## config.mk

```make
export PLATFORM = sky130hd
export DESIGN_NAME = game_flow_fsm
export DESIGN_NICKNAME = d
export VERILOG_FILES = /design/src/rtl/game_flow_pkg.sv /design/src/rtl/game_flow_fsm_key_edge_detect.sv /design/src/rtl/game_flow_fsm.sv
export SDC_FILE = /design/constraint.sdc
export NUM_CORES = 1
export LEC_CHECK = 0
export ABC_CLOCK_PERIOD_IN_PS = 3600
export BUFFER_PORTS_ARGS = -buffer_cell sky130_fd_sc_hd__buf_2
export CORE_ASPECT_RATIO = 1.2
export CORE_MARGIN = 2
export CORE_UTILIZATION = 25
export CTS_BUF_LIST = sky130_fd_sc_hd__clkbuf_4 sky130_fd_sc_hd__clkbuf_8
export CTS_CLUSTER_DIAMETER = 50
export DETAILED_ROUTE_END_ITERATION = 10
export SLEW_MARGIN = 20
export SYNTH_ARGS = -nofsm -noshare
export SYNTH_HDL_FRONTEND = slang
export SYNTH_SLANG_ARGS = --single-unit
```

## constraint.sdc

```tcl
create_clock -name Clk -period 3.6 [get_ports Clk]
set_input_delay 0.72 -clock Clk [delete_from_list [all_inputs] [get_ports Clk]]
set_output_delay 0.72 -clock Clk [all_outputs]
set_load 0.005 [all_outputs]
```

## src/rtl/game_flow_pkg.sv

```systemverilog
`default_nettype none
// ============================================================================
// Module      : game_flow_pkg
// Description : Shared types and constants for the game screen sequencer.
//               - screen_t : externally visible screen codes
//               - state_t  : internal sequencer state (screens plus FADE)
//               - default USB keycodes for the control keys
//               - helpers mapping between screen codes and states
// Revision    : 1.0 - initial release
// ============================================================================
package game_flow_pkg;

  typedef enum logic [2:0] {
    SCR_INTRO  = 3'd0,
    SCR_MAP    = 3'd1,
    SCR_BATTLE = 3'd2,
    SCR_PAUSE  = 3'd3,
    SCR_END    = 3'd4
  } screen_t;

  // Stable-screen states share their encoding with screen_t so the
  // conversion helpers reduce to plain relabelling.
  typedef enum logic [2:0] {
    ST_INTRO  = 3'd0,
    ST_MAP    = 3'd1,
    ST_BATTLE = 3'd2,
    ST_PAUSE  = 3'd3,
    ST_END    = 3'd4,
    ST_FADE   = 3'd5
  } state_t;

  localparam logic [7:0] c_key_start = 8'h2C;  // space
  localparam logic [7:0] c_key_esc   = 8'h29;  // escape
  localparam logic [7:0] c_key_enter = 8'h28;  // enter
  localparam logic [7:0] c_key_cheat = 8'h05;  // 'b'
  localparam logic [7:0] c_key_pause = 8'h13;  // 'p'

  function automatic state_t screen_to_state(input screen_t scr);
    case (scr)
      SCR_INTRO:  screen_to_state = ST_INTRO;
      SCR_MAP:    screen_to_state = ST_MAP;
      SCR_BATTLE: screen_to_state = ST_BATTLE;
      SCR_PAUSE:  screen_to_state = ST_PAUSE;
      SCR_END:    screen_to_state = ST_END;
      default:    screen_to_state = ST_INTRO;
    endcase
  endfunction

  // ST_FADE has no screen of its own; callers substitute the fade target.
  function automatic screen_t state_to_screen(input state_t st);
    case (st)
      ST_INTRO:  state_to_screen = SCR_INTRO;
      ST_MAP:    state_to_screen = SCR_MAP;
      ST_BATTLE: state_to_screen = SCR_BATTLE;
      ST_PAUSE:  state_to_screen = SCR_PAUSE;
      ST_END:    state_to_screen = SCR_END;
      default:   state_to_screen = SCR_INTRO;
    endcase
  endfunction

endpackage : game_flow_pkg
`default_nettype wire

```

## src/rtl/game_flow_fsm_key_edge_detect.sv

```systemverilog
`default_nettype none
// ============================================================================
// Module      : key_edge_detect
// Description : Press-edge detector over a set of simultaneous USB keycode
//               slots. For every queried keycode it reports a one-cycle hit
//               when the key is present in any slot now, was absent from all
//               slots in the previous sample, and a previous sample exists.
// Ports       : Clk, Reset     - clock, synchronous active-high reset
//               keycodes       - NUM_KEYS packed 8-bit slots, 8'h00 = empty
//               i_query_keys   - NUM_QUERY packed 8-bit keycodes to watch
//               o_hit          - per-query press-edge flag (combinational)
// Revision    : 1.0 - initial release
// ============================================================================
module key_edge_detect #(
  parameter int NUM_KEYS  = 2,
  parameter int NUM_QUERY = 5
) (
  input  logic                    Clk,
  input  logic                    Reset,
  input  logic [NUM_KEYS*8-1:0]   keycodes,
  input  logic [NUM_QUERY*8-1:0]  i_query_keys,
  output logic [NUM_QUERY-1:0]    o_hit
);

  logic [NUM_KEYS*8-1:0] r_prev_keys;
  logic                  r_prev_valid;

  // prev_valid stays low for the first post-reset cycle so a key held
  // through reset is absorbed into history instead of producing a hit.
  always_ff @(posedge Clk) begin
    if (Reset) begin
      r_prev_keys  <= '0;
      r_prev_valid <= 1'b0;
    end else begin
      r_prev_keys  <= keycodes;
      r_prev_valid <= 1'b1;
    end
  end

  for (genvar q = 0; q < NUM_QUERY; q++) begin : g_query
    logic [7:0]          w_key;
    logic [NUM_KEYS-1:0] w_now_match;
    logic [NUM_KEYS-1:0] w_prev_match;

    assign w_key = i_query_keys[q*8 +: 8];

    for (genvar s = 0; s < NUM_KEYS; s++) begin : g_slot
      assign w_now_match[s]  = (keycodes[s*8 +: 8]    == w_key);
      assign w_prev_match[s] = (r_prev_keys[s*8 +: 8] == w_key);
    end

    // A zero query would match every empty slot; it is never a key.
    assign o_hit[q] = (w_key != 8'h00) && (|w_now_match) &&
                      !(|w_prev_match) && r_prev_valid;
  end

endmodule : key_edge_detect
`default_nettype wire

```

## src/rtl/game_flow_fsm.sv

```systemverilog
`default_nettype none
// ============================================================================
// Module      : game_flow_fsm
// Description : Game screen sequencer. Walks INTRO / MAP / BATTLE / PAUSE /
//               END, inserting a timed FADE between screens (PAUSE entry and
//               exit are immediate). Screen flags are decoded from registered
//               state only.
// Ports       : Clk, Reset          - clock, synchronous active-high reset
//               keycodes            - NUM_KEYS packed keycode slots
//               enterECEB           - level, player on ECEB entrance tile
//               playerDied          - level, player HP reached 0
//               ZuofuDied           - level, boss HP reached 0
//               intro..ending       - one-hot screen flags (0 during FADE)
//               fading              - high while in FADE
//               fade_level          - remaining FADE cycles, 0 otherwise
//               screen              - current screen code / fade target
//               screen_changed      - pulse on first cycle of a new screen
// Revision    : 1.0 - initial release
// ============================================================================
module game_flow_fsm
  import game_flow_pkg::*;
#(
  parameter int         NUM_KEYS    = 2,
  parameter int         FADE_CYCLES = 16,
  parameter logic [7:0] KEY_START   = c_key_start,
  parameter logic [7:0] KEY_ESC     = c_key_esc,
  parameter logic [7:0] KEY_ENTER   = c_key_enter,
  parameter logic [7:0] KEY_CHEAT   = c_key_cheat,
  parameter logic [7:0] KEY_PAUSE   = c_key_pause
) (
  input  logic                               Clk,
  input  logic                               Reset,
  input  logic [NUM_KEYS*8-1:0]              keycodes,
  input  logic                               enterECEB,
  input  logic                               playerDied,
  input  logic                               ZuofuDied,
  output logic                               intro,
  output logic                               map,
  output logic                               battle,
  output logic                               paused,
  output logic                               ending,
  output logic                               fading,
  output logic [$clog2(FADE_CYCLES+1)-1:0]   fade_level,
  output logic [2:0]                         screen,
  output logic                               screen_changed
);

  localparam int FW = $clog2(FADE_CYCLES + 1);
  localparam logic [FW-1:0] c_fade_load = FW'(FADE_CYCLES);

  // Hit-vector bit positions; the query list below is packed to match.
  localparam int c_q_start = 0;
  localparam int c_q_esc   = 1;
  localparam int c_q_enter = 2;
  localparam int c_q_cheat = 3;
  localparam int c_q_pause = 4;
  localparam int c_num_q   = 5;

  logic [c_num_q*8-1:0] w_query_keys;
  logic [c_num_q-1:0]   w_hit;

  assign w_query_keys = {KEY_PAUSE, KEY_CHEAT, KEY_ENTER, KEY_ESC, KEY_START};

  key_edge_detect #(
    .NUM_KEYS  (NUM_KEYS),
    .NUM_QUERY (c_num_q)
  ) u_key_edge_detect (
    .Clk          (Clk),
    .Reset        (Reset),
    .keycodes     (keycodes),
    .i_query_keys (w_query_keys),
    .o_hit        (w_hit)
  );

  state_t        r_state,   w_state_nxt;
  screen_t       r_target,  w_target_nxt;
  screen_t       r_resume,  w_resume_nxt;
  logic [FW-1:0] r_cnt,     w_cnt_nxt;
  logic          r_changed, w_changed_nxt;

  logic          w_go_fade;
  screen_t       w_fade_to;

  always_ff @(posedge Clk) begin
    if (Reset) begin
      r_state   <= ST_INTRO;
      r_target  <= SCR_INTRO;
      r_resume  <= SCR_MAP;
      r_cnt     <= '0;
      r_changed <= 1'b0;
    end else begin
      r_state   <= w_state_nxt;
      r_target  <= w_target_nxt;
      r_resume  <= w_resume_nxt;
      r_cnt     <= w_cnt_nxt;
      r_changed <= w_changed_nxt;
    end
  end

  // Each stable-screen branch either requests a FADE (w_go_fade/w_fade_to)
  // or performs an immediate PAUSE move; the FADE load is applied once at
  // the bottom so every faded transition is set up identically. Inputs are
  // not looked at in ST_FADE, which makes hits and events ignored there.
  always_comb begin
    w_state_nxt   = r_state;
    w_target_nxt  = r_target;
    w_resume_nxt  = r_resume;
    w_cnt_nxt     = r_cnt;
    w_changed_nxt = 1'b0;
    w_go_fade     = 1'b0;
    w_fade_to     = r_target;

    case (r_state)
      ST_INTRO: begin
        if (w_hit[c_q_start]) begin
          w_go_fade = 1'b1;
          w_fade_to = SCR_MAP;
        end
      end

      ST_MAP: begin
        if (w_hit[c_q_pause]) begin
          w_state_nxt   = ST_PAUSE;
          w_resume_nxt  = SCR_MAP;
          w_changed_nxt = 1'b1;
        end else if (w_hit[c_q_cheat] || enterECEB) begin
          w_go_fade = 1'b1;
          w_fade_to = SCR_BATTLE;
        end
      end

      ST_BATTLE: begin
        if (playerDied) begin
          w_go_fade = 1'b1;
          w_fade_to = SCR_INTRO;
        end else if (ZuofuDied) begin
          w_go_fade = 1'b1;
          w_fade_to = SCR_END;
        end else if (w_hit[c_q_pause]) begin
          w_state_nxt   = ST_PAUSE;
          w_resume_nxt  = SCR_BATTLE;
          w_changed_nxt = 1'b1;
        end else if (w_hit[c_q_esc]) begin
          w_go_fade = 1'b1;
          w_fade_to = SCR_MAP;
        end
      end

      ST_PAUSE: begin
        if (w_hit[c_q_pause]) begin
          w_state_nxt   = screen_to_state(r_resume);
          w_changed_nxt = 1'b1;
        end else if (w_hit[c_q_esc]) begin
          w_go_fade = 1'b1;
          w_fade_to = SCR_INTRO;
        end
      end

      ST_END: begin
        if (w_hit[c_q_enter]) begin
          w_go_fade = 1'b1;
          w_fade_to = SCR_INTRO;
        end
      end

      ST_FADE: begin
        // Count of 1 is the last FADE cycle; <= also recovers from a
        // zero count should one ever be seen here.
        if (r_cnt <= FW'(1)) begin
          w_state_nxt   = screen_to_state(r_target);
          w_cnt_nxt     = '0;
          w_changed_nxt = 1'b1;
        end else begin
          w_cnt_nxt = r_cnt - FW'(1);
        end
      end

      default: begin
        w_state_nxt = ST_INTRO;
        w_cnt_nxt   = '0;
      end
    endcase

    if (w_go_fade) begin
      w_state_nxt  = ST_FADE;
      w_target_nxt = w_fade_to;
      w_cnt_nxt    = c_fade_load;
    end
  end

  assign intro          = (r_state == ST_INTRO);
  assign map            = (r_state == ST_MAP);
  assign battle         = (r_state == ST_BATTLE);
  assign paused         = (r_state == ST_PAUSE);
  assign ending         = (r_state == ST_END);
  assign fading         = (r_state == ST_FADE);
  assign fade_level     = r_cnt;
  assign screen         = (r_state == ST_FADE) ? r_target : state_to_screen(r_state);
  assign screen_changed = r_changed;

endmodule : game_flow_fsm
`default_nettype wire

```

==> results of run 1 <==
==> logic make-up after synthesis <==
kind of cell             synth area share
AO/OA/AOI/OAI                       0.200
flip-flops                          0.367
AND/OR/NAND/NOR                     0.373
buffers and inverters              0.0451
adder cells (fa/ha/maj)            0.0148
==> power breakdown <==
group | switching [µW] | internal (µW)
Sequential | 9.49 | 354
Clock | 134 | 224
Combinational | 29.7 | 23.9
Total | 173 | 602
==> critical path, stage by stage <==
cell      delay [ns]
buf_2           0.11
or4_1           0.56
o32a_1          0.40
nor3_4          0.22
buf_4           0.21
nand3b_1        0.09
a31o_2          0.25
a221oi_1        0.29
==> flip-flops by register name, summed over array words and instances (netlist names) <==
register	count
r_state	3
fade_level	5
r_resume	2
u_key_edge_detect.r_prev_keys	16
screen_changed	1
r_target	3
u_key_edge_detect.r_prev_valid	1
==> synthesized netlist by cell type (2+ instances only) <==
cell / count
nand2_1: 12
nand4b_1: 4
a221oi_1: 3
inv_1: 11
nor3_1: 10
or4_1: 5
clkbuf_1: 6
o21ai_0: 9
o2111ai_1: 2
a21oi_1: 9
o211ai_1: 2
nor4b_1: 2
nand3b_1: 2
nor3b_1: 4
o31a_1: 2
buf_1: 2
nor2_1: 21
nor4_1: 6
nand3_1: 6
or2_2: 2
or4bb_1: 2
nor2b_1: 18
a21o_1: 4
dfxtp_1: 31
nand2b_1: 2
nand4_1: 4
a211oi_1: 2
ha_1: 2
and2_1: 4
==> how the worst max path moves through the flow <==
| stage | startpoint | to | slack (ns) | depth (start not counted) |
|---|---|---|---|---|
| after floorplan | keycodes[3] | r_target[0] | 0.96 | 6 |
| after global placement | keycodes[3] | r_state[0] | 0.69 | 8 |
| after detailed placement | keycodes[3] | r_state[0] | 0.63 | 8 |
| after CTS | keycodes[3] | r_state[0] | 0.93 | 8 |
| after global routing | keycodes[3] | r_state[0] | 0.80 | 8 |
| final | keycodes[3] | r_state[0] | 0.94 | 8 |
==> layer usage <==
| layer | GRT usage | share of wire | up-vias |
|---|---|---|---|
| met2 | 0.191 | 0.46 | 51 |
| li1 | - | - | 840 |
| met3 | 0.0404 | 0.067 | 6 |
| met1 | 0.155 | 0.46 | 774 |
| met5 | 0 | 0 | - |
| met4 | 0.0503 | 0.013 | 0 |
==> cell type report <==
| class | instances | area share |
|---|---|---|
| inverter | 11 | 0.0200 |
| sequential | 31 | 0.301 |
| clock buffer | 6 | 0.0400 |
| timing repair buffer | 36 | 0.0885 |
| multi-input combinational | 157 | 0.482 |
| tap | 85 | 0.0515 |
| clock inverter | 2 | 0.0170 |
==> metrics by stage <==
stage | util | total power, µW | hold WS (ns) | cell area (µm²)
finish | 0.318 | 775 | 0.489 | 2060
global route | 0.318 | 807 | 0.504 | 2060
CTS | 0.318 | 780 | 0.488 | 2060
detailed placement | 0.300 | 424 | 0.475 | 1950
global placement | 0.300 | 423 | 0.471 | 1950
floorplan | - | 399 | 0.452 | 1690
==> layout by cell type (no fill, tap or decap), drive strengths merged, types with 3 or more instances in the layout <==
| master | count |
|---|---|
| a21o | 4 |
| a21oi | 9 |
| a221oi | 3 |
| and2 | 4 |
| buf | 36 |
| clkbuf | 6 |
| dfxtp | 31 |
| inv | 11 |
| nand2 | 12 |
| nand3 | 6 |
| nand4 | 4 |
| nand4b | 4 |
| nor2 | 21 |
| nor2b | 18 |
| nor3 | 12 |
| nor3b | 4 |
| nor4 | 6 |
| o21ai | 9 |
| or4 | 5 |
==> impl_metrics.env, run 1 <==
export IMPL_status="complete, no violations"
export IMPL_fmax_ghz=0.376
export IMPL_tightest_slew_ns=0.669
export IMPL_cp_start_kind="input port"
export IMPL_maxCapViolCount=0
export IMPL_grt_max_degree=31
export IMPL_grt_pass1_vias=1532
export IMPL_cts_resized=0
export IMPL_ys_ff_latch=31
export IMPL_setup_viol=0
export IMPL_ios=36
export IMPL_fin_tns_setup_ns=0
export IMPL_fin_crit_ns=2.66
export IMPL_stdcell_count=328
export IMPL_post_cts_buffers=0
export IMPL_synth_nets=231
export IMPL_synth_area_um2=1690
export IMPL_regArea_um2=621
export IMPL_die_area_um2=7450
export IMPL_r2r_start="r_state[0]"
export IMPL_routabilityCongestion=0.873
export IMPL_fin_nets=265
export IMPL_path_clk_slew_ns=0.07
export IMPL_powerDensity_nw_per_um2=375
export IMPL_numPortBuffers=35
export IMPL_reg2reg_depth=6
export IMPL_syn2layout_area_growth_pct=22.0
export IMPL_cts_max_path_buffers=2
export IMPL_first_pass_iters=4
export IMPL_finalCritPeriodShare=0.739
export IMPL_drc_errors=0
export IMPL_synth_area_leaders="dfxtp_1 37%, nor2b_1 6.7%, nor2_1 4.7%"
export IMPL_hold_path_class="flop to flop"
export IMPL_nFillCells=684
export IMPL_synth_seq_area_share=0.367
export IMPL_synth_top_area_frac=0.367
export IMPL_slew_headroom=0.549
export IMPL_rows=32
export IMPL_post_place_ws_ns=0.634
export IMPL_dp_cells=320
export IMPL_cp_required_ns=3.78
export IMPL_worst_setup_path_end_kind="flop"
export IMPL_synthCells=208
export IMPL_die_h_um=94.1
export IMPL_vias=1671
export IMPL_peakVddDrop_mv=0.133
export IMPL_skew_ns=0.00768
export IMPL_wirelength_um=4390
export IMPL_path_class="input port to flop"
export IMPL_hold_viol=0
export IMPL_cellLeakagePower_uw=0.000818
export IMPL_cts_tree="done"
export IMPL_post_synth_cell_area_avg_um2=8.14
export IMPL_fin_ws_ns=0.941
export IMPL_holdPathEnd="r_resume[1]"
export IMPL_synthArstFlopShare=0
export IMPL_synth_largest_area_cell="dfxtp_1"
export IMPL_clock_latency_ns=0.28
export IMPL_cts_hold_buffers_added=0
export IMPL_drv_slew=0
export IMPL_rsz0062_at_grt="no"
export IMPL_yosys_warnings=0
export IMPL_viasPerCell=5.09
export IMPL_critical_path_arrival_ns=2.84
export IMPL_ctsHtreeMaxLevel=2
export IMPL_die_x_um=79.1
export IMPL_cp_max_fo=12
export IMPL_r2r_end="r_target[0]"
export IMPL_ff2ff_setup_slack_ns=1.15
export IMPL_initial_core_util=0.261
export IMPL_hp_start="r_resume[1]"
export IMPL_grt_usage=0.122
export IMPL_cts_sinks=31
export IMPL_numCtsBuffers=5
export IMPL_grt_overflow_total=0
export IMPL_grt_antenna_before_repair=0
export IMPL_drive_above_1_share=0.206
export IMPL_synth_ff_type="dfxtp_1"
export IMPL_hpwlAfterDp_um=3300
export IMPL_grt_pass1_wl_um=7200
export IMPL_multiInputGateArea_um2=996
export IMPL_synth_edf_count=0
export IMPL_core_area_um2=6490
export IMPL_root_buffer="clkbuf_8"
export IMPL_min_path_cells=2
export IMPL_antennaDiodeCount=0
export IMPL_drtAntennaViolNets=0
export IMPL_drtIter0Drc=82
export IMPL_synth_cell_type_count=48
export IMPL_wl_per_cell_um=13.4
Power figures use the tool's default switching activity.
==> inputs of run 2 (changes only) <==
--- a/config.mk
+++ b/config.mk
@@ -5,7 +5,7 @@
 export SDC_FILE = /design/constraint.sdc
 export NUM_CORES = 1
 export LEC_CHECK = 0
-export ABC_CLOCK_PERIOD_IN_PS = 3600
+export ABC_CLOCK_PERIOD_IN_PS = 2700
 export BUFFER_PORTS_ARGS = -buffer_cell sky130_fd_sc_hd__buf_2
 export CORE_ASPECT_RATIO = 1.2
 export CORE_MARGIN = 2
==> constraint.sdc (replaced) <==
create_clock -name Clk -period 2.7 [get_ports Clk]
set_input_delay 0.54 -clock Clk [delete_from_list [all_inputs] [get_ports Clk]]
set_output_delay 0.54 -clock Clk [all_outputs]
set_load 0.005 [all_outputs]
==> impl_metrics.env, run 2 (synthesized netlist as in run 1, its figures left out) <==
export IMPL_viasPerCell=4.96
export IMPL_layout_common_cells="35 x buf_2, 31 x dfxtp_1, 21 x nor2_1"
export IMPL_fin_nets=272
export IMPL_drtAntennaViolNets=0
export IMPL_multiInputGateArea_um2=996
export IMPL_status="complete, no violations"
export IMPL_drc_errors=0
export IMPL_root_buffer="clkbuf_8"
export IMPL_routabilityCongestion=0.875
export IMPL_cp_max_fo=6
export IMPL_regArea_um2=621
export IMPL_grt_antenna_before_repair=0
export IMPL_grt_overflow_total=0
export IMPL_clock_latency_ns=0.29
export IMPL_grt_max_degree=31
export IMPL_post_place_ws_ns=-0.0960
export IMPL_die_area_um2=7450
export IMPL_fin_tns_setup_ns=0
export IMPL_antennaDiodeCount=0
export IMPL_cp_start_kind="input port"
export IMPL_finalCritPeriodShare=0.917
export IMPL_cp_required_ns=2.90
export IMPL_fmax_ghz=0.404
export IMPL_path_clk_slew_ns=0.06
export IMPL_maxCapViolCount=0
export IMPL_peakVddDrop_mv=0.191
export IMPL_hold_viol=0
export IMPL_tightest_slew_ns=0.683
export IMPL_grt_pass1_wl_um=7430
export IMPL_worst_setup_path_end_kind="flop"
export IMPL_rsz0062_at_grt="no"
export IMPL_ff2ff_setup_slack_ns=0.40
export IMPL_path_class="input port to flop"
export IMPL_cts_sinks=31
export IMPL_fin_ws_ns=0.225
export IMPL_die_x_um=79.1
export IMPL_vias=1663
export IMPL_post_cts_buffers=0
export IMPL_numPortBuffers=35
export IMPL_wl_per_cell_um=13.1
export IMPL_cts_tree="done"
export IMPL_drive_above_1_share=0.228
export IMPL_critical_path_arrival_ns=2.68
export IMPL_rows=32
export IMPL_powerDensity_nw_per_um2=460
export IMPL_cts_hold_buffers_added=0
export IMPL_wirelength_um=4400
export IMPL_grt_usage=0.129
export IMPL_syn2layout_area_growth_pct=25.0
export IMPL_ctsHtreeMaxLevel=2
export IMPL_ios=36
export IMPL_final_common_cell="buf_2"
export IMPL_nFillCells=720
export IMPL_drv_slew=0
export IMPL_hold_path_class="flop to flop"
export IMPL_cts_resized=0
export IMPL_fin_crit_ns=2.48
export IMPL_core_area_um2=6490
export IMPL_cellLeakagePower_uw=0.000851
export IMPL_cts_max_path_buffers=2
export IMPL_initial_core_util=0.261
export IMPL_drtIter0Drc=67
export IMPL_hpwlAfterDp_um=3340
export IMPL_setup_viol=0
export IMPL_die_h_um=94.1
export IMPL_first_pass_iters=4
export IMPL_numCtsBuffers=5
export IMPL_skew_ns=0.00845
export IMPL_slew_headroom=0.540
export IMPL_largest_reg_flops=16
export IMPL_grt_pass1_vias=1612
export IMPL_largest_register="u_key_edge_detect.r_prev_keys"
[run 2: cell count changes in the layout (fill, tap and decap cells not counted)]
cell | before | now
clkbuf_8 | 6 | 7
clkbuf_4 | 0 | 1
buf_12 | 0 | 1
clkinv_2 | 1 | 0
buf_4 | 1 | 7
bufinv_16 | 1 | 0
[run 2: per-layer routing]
metal,global-route usage,up-vias,routed length (µm)
li1,-,850,-
met1,0.163,757,2120
met2,0.194,48,1910
met3,0.0433,8,261
met4,0.0690,0,104
met5,0,-,0
[run 2: final timing paths]
kind / start / endpoint / cells past startpoint
max: keycodes[3] / fade_level[3] / 8
min: r_resume[1] / r_resume[1] / 2
max reg2reg: u_key_edge_detect.r_prev_keys[5] / fade_level[3] / 6
min reg2reg: r_resume[1] / r_resume[1] / 2
[run 2: critical path, cell delays in order]
cell and delay, ns:
buf_2 0.10, or4_1 0.57, o32a_1 0.41, nor3_4 0.20, buf_4 0.15, a21oi_1 0.07, o31a_1 0.42, nor3_1 0.21
[run 2: per-stage QoR]
stage,instance area (µm²),hold slack [ns],total power (µW),util,cells
after floorplan,1690,0.452,532,-,208
after global placement,2010,0.468,566,0.310,327
after detailed placement,2010,0.469,566,0.310,327
after CTS,2120,0.479,985,0.326,335
after global routing,2120,0.483,1020,0.326,335
final,2120,0.485,973,0.326,335
[run 2: power breakdown]
part	switching [µW]	internal, µW	leakage, µW	total, µW
clock network	174	243	0.0000549	417
logic	39.1	33.0	0.000542	72.1
registers	12.0	472	0.000255	484
total	225	747	0.000851	973
[run 2: cell type report]
type                            instances  share of cell area
Inverter                               11              0.0195
Timing Repair Buffer                   43               0.117
Tap cell                               85              0.0503
Clock buffer                            8              0.0491
Multi-Input combinational cell        157               0.471
Sequential cell                        31               0.293
==> inputs of run 3 (changes only) <==
--- a/config.mk
+++ b/config.mk
@@ -5,14 +5,16 @@
 export SDC_FILE = /design/constraint.sdc
 export NUM_CORES = 1
 export LEC_CHECK = 0
+export ABC_AREA = 1
 export ABC_CLOCK_PERIOD_IN_PS = 2700
 export BUFFER_PORTS_ARGS = -buffer_cell sky130_fd_sc_hd__buf_2
 export CORE_ASPECT_RATIO = 1.2
 export CORE_MARGIN = 2
-export CORE_UTILIZATION = 25
+export CORE_UTILIZATION = 50
 export CTS_BUF_LIST = sky130_fd_sc_hd__clkbuf_4 sky130_fd_sc_hd__clkbuf_8
 export CTS_CLUSTER_DIAMETER = 50
 export DETAILED_ROUTE_END_ITERATION = 10
+export PLACE_DENSITY = 0.73
 export SLEW_MARGIN = 20
 export SYNTH_ARGS = -nofsm -noshare
 export SYNTH_HDL_FRONTEND = slang
==> impl_metrics.env, run 3 <==
export IMPL_cts_resized=0
export IMPL_worst_setup_path_end_kind="output pin"
export IMPL_hpwlAfterDp_um=3400
export IMPL_antennaDiodeCount=0
export IMPL_synthTopCellsByCount="79 x nor2_1, 74 x nand2_1, 57 x inv_1"
export IMPL_cp_max_fo=6
export IMPL_cts_hold_buffers_added=0
export IMPL_grt_pass1_vias=1759
export IMPL_viasPerCell=4.76
export IMPL_drv_slew=0
export IMPL_grt_pass1_wl_um=7220
export IMPL_vias=1996
export IMPL_final_common_cell="nor2_1"
export IMPL_cp_required_ns=2.16
export IMPL_cts_max_path_buffers=2
export IMPL_synth_most_common_cell="nor2_1"
export IMPL_fin_tns_setup_ns=0
export IMPL_grt_max_degree=20
export IMPL_tightest_slew_ns=0.400
export IMPL_first_pass_iters=4
export IMPL_grt_antenna_before_repair=0
export IMPL_fin_nets=389
export IMPL_ios=36
export IMPL_path_class="flop to output pin"
export IMPL_die_area_um2=4450
export IMPL_ys_ff_latch=31
export IMPL_maxCapViolCount=0
export IMPL_largest_register="u_key_edge_detect.r_prev_keys"
export IMPL_layout_common_cells="79 x nor2_1, 74 x nand2_1, 57 x inv_1"
export IMPL_synth_ff_type="dfxtp_1"
export IMPL_initial_core_util=0.532
export IMPL_fmax_ghz=0.476
export IMPL_powerDensity_nw_per_um2=532
export IMPL_worstPathCellList="inv_2, nor2_1, nand2_1, o21ai_0, buf_2"
export IMPL_grt_usage=0.218
export IMPL_synth_cell_type_count=33
export IMPL_cellLeakagePower_uw=0.00116
export IMPL_nFillCells=406
export IMPL_post_synth_cell_area_avg_um2=6.02
export IMPL_largest_reg_flops=16
export IMPL_path_clk_slew_ns=0.06
export IMPL_synth_largest_area_cell="dfxtp_1"
export IMPL_setup_viol=0
export IMPL_clock_latency_ns=0.28
export IMPL_synth_nets=349
export IMPL_synth_top_area_frac=0.316
export IMPL_die_h_um=72.6
export IMPL_synthArstFlopShare=0
export IMPL_clkPwrFrac=0.299
export IMPL_yosys_warnings=0
export IMPL_p_int_uw=817
export IMPL_post_cts_buffers=0
export IMPL_drc_errors=0
export IMPL_fin_crit_ns=2.10
export IMPL_cts_sinks=31
export IMPL_synth_seq_area_share=0.316
export IMPL_slew_headroom=0.732
export IMPL_synth_compound_area_share=0.0765
export IMPL_grt_overflow_total=0
export IMPL_wl_per_cell_um=9.99
export IMPL_root_buffer="clkbuf_8"
export IMPL_post_place_ws_ns=0.722
export IMPL_synthXorXnorAreaFrac=0.0134
export IMPL_hold_path_class="flop to flop"
export IMPL_slowest_stage="dfxtp_1"
export IMPL_die_x_um=61.2
export IMPL_core_area_um2=3690
export IMPL_synthMuxAreaShare=0
export IMPL_status="complete, no violations"
export IMPL_synthCells=326
export IMPL_power_total_uw=1220
export IMPL_yosys_area_share_simple=0.457
export IMPL_sw_frac_of_total=0.329
export IMPL_synth_area_um2=1960
export IMPL_rsz0062_at_grt="no"
export IMPL_synth_edf_count=0
export IMPL_routabilityCongestion=0.912
export IMPL_final_area_um2=2280
export IMPL_critical_path_arrival_ns=1.56
export IMPL_placed_cell_area_um2=2200
export IMPL_cts_tree="done"
export IMPL_power_frac_comb=0.271
export IMPL_hold_viol=0
export IMPL_peakVddDrop_mv=0.268
export IMPL_ctsHtreeMaxLevel=2
export IMPL_synth_area_leaders="dfxtp_1 32%, nor2_1 15%, nand2_1 14%"
export IMPL_numPortBuffers=35
export IMPL_cp_start_kind="flop"
export IMPL_skew_ns=0.00435
export IMPL_rows=24
export IMPL_drive_above_1_share=0.196
export IMPL_finalCritPeriodShare=0.778
export IMPL_numCtsBuffers=5
export IMPL_drtIter0Drc=119
export IMPL_switchingPower_uw=400
export IMPL_fin_ws_ns=0.600
export IMPL_synth_fa_ha_area_frac=0.0127
export IMPL_wirelength_um=4180
export IMPL_cpPeakStageDelay_ns=0.45
export IMPL_syn2layout_area_growth_pct=16.4
export IMPL_drtAntennaViolNets=0
export IMPL_synth_top_family_by_area="simple AND/OR/NAND/NOR gates"
export IMPL_p_seq_frac=0.430
export IMPL_fin_hold_ws_ns=0.449
-- run 3: critical path, delay by kind of cell (launching register included) --
kind / cells / cell delay (ns)
and+or+nand+nor: 2 / 0.52
DFF: 1 / 0.45
buffers and inverters: 2 / 0.21
AOI/OAI and AO/OA: 1 / 0.10
-- run 3: cells by family (layout without fill, tap and decap cells) --
family          count (synthesis)  after routing
compound gates                 24             24
xor+xnor                        3              3
fa+ha+maj                       2              2
buf+inv                        65            106
flops                          31             31
simple gates                  201            201
-- run 3: power by group through the flow --
stage / Sequential [µW] / Clock [µW] / Combinational [µW]
2_1_floorplan: 528 / 0 / 229
3_3_place_gp: 533 / 0 / 323
3_5_place_dp: 533 / 0 / 328
4_1_cts: 523 / 369 / 329
5_1_grt: 528 / 395 / 377
6_report: 523 / 364 / 330
-- run 3: stage by stage --
step | utilization | std cells
floorplan | - | 326
global placement | 0.595 | 411
detailed placement | 0.595 | 411
CTS | 0.619 | 419
global route | 0.619 | 419
finish | 0.619 | 419
-- run 3: layer usage --
| metal | track usage | routed length [µm] |
|---|---|---|
| met1 | 0.250 | 1780 |
| met2 | 0.390 | 2170 |
| met3 | 0.0479 | 171 |
| met4 | 0.0652 | 61 |
| met5 | 0 | 0 |
-- run 3: cell type report --
cell class / instances / area [µm²] / area share
Clock buffer: 7 / 83.8 / 0.0367
Clock inverter: 1 / 5.00 / 0.00219
Inverter: 63 / 236 / 0.104
Multi-Input combinational cell: 230 / 1100 / 0.481
Sequential cell: 31 / 621 / 0.272
Tap cell: 52 / 65.1 / 0.0285
Timing Repair Buffer: 35 / 175 / 0.0767
-- run 3: worst paths after layout --
path / start / end / slack (ns) / cells past startpoint
worst min register to register: r_resume[1] / r_resume[1] / 0.45 / 2
worst min-delay path: r_resume[1] / r_resume[1] / 0.45 / 2
worst max register to register: u_key_edge_detect.r_prev_keys[3] / r_state[0] / 1.05 / 13
worst max-delay path: r_state[2] / screen[2] / 0.60 / 5
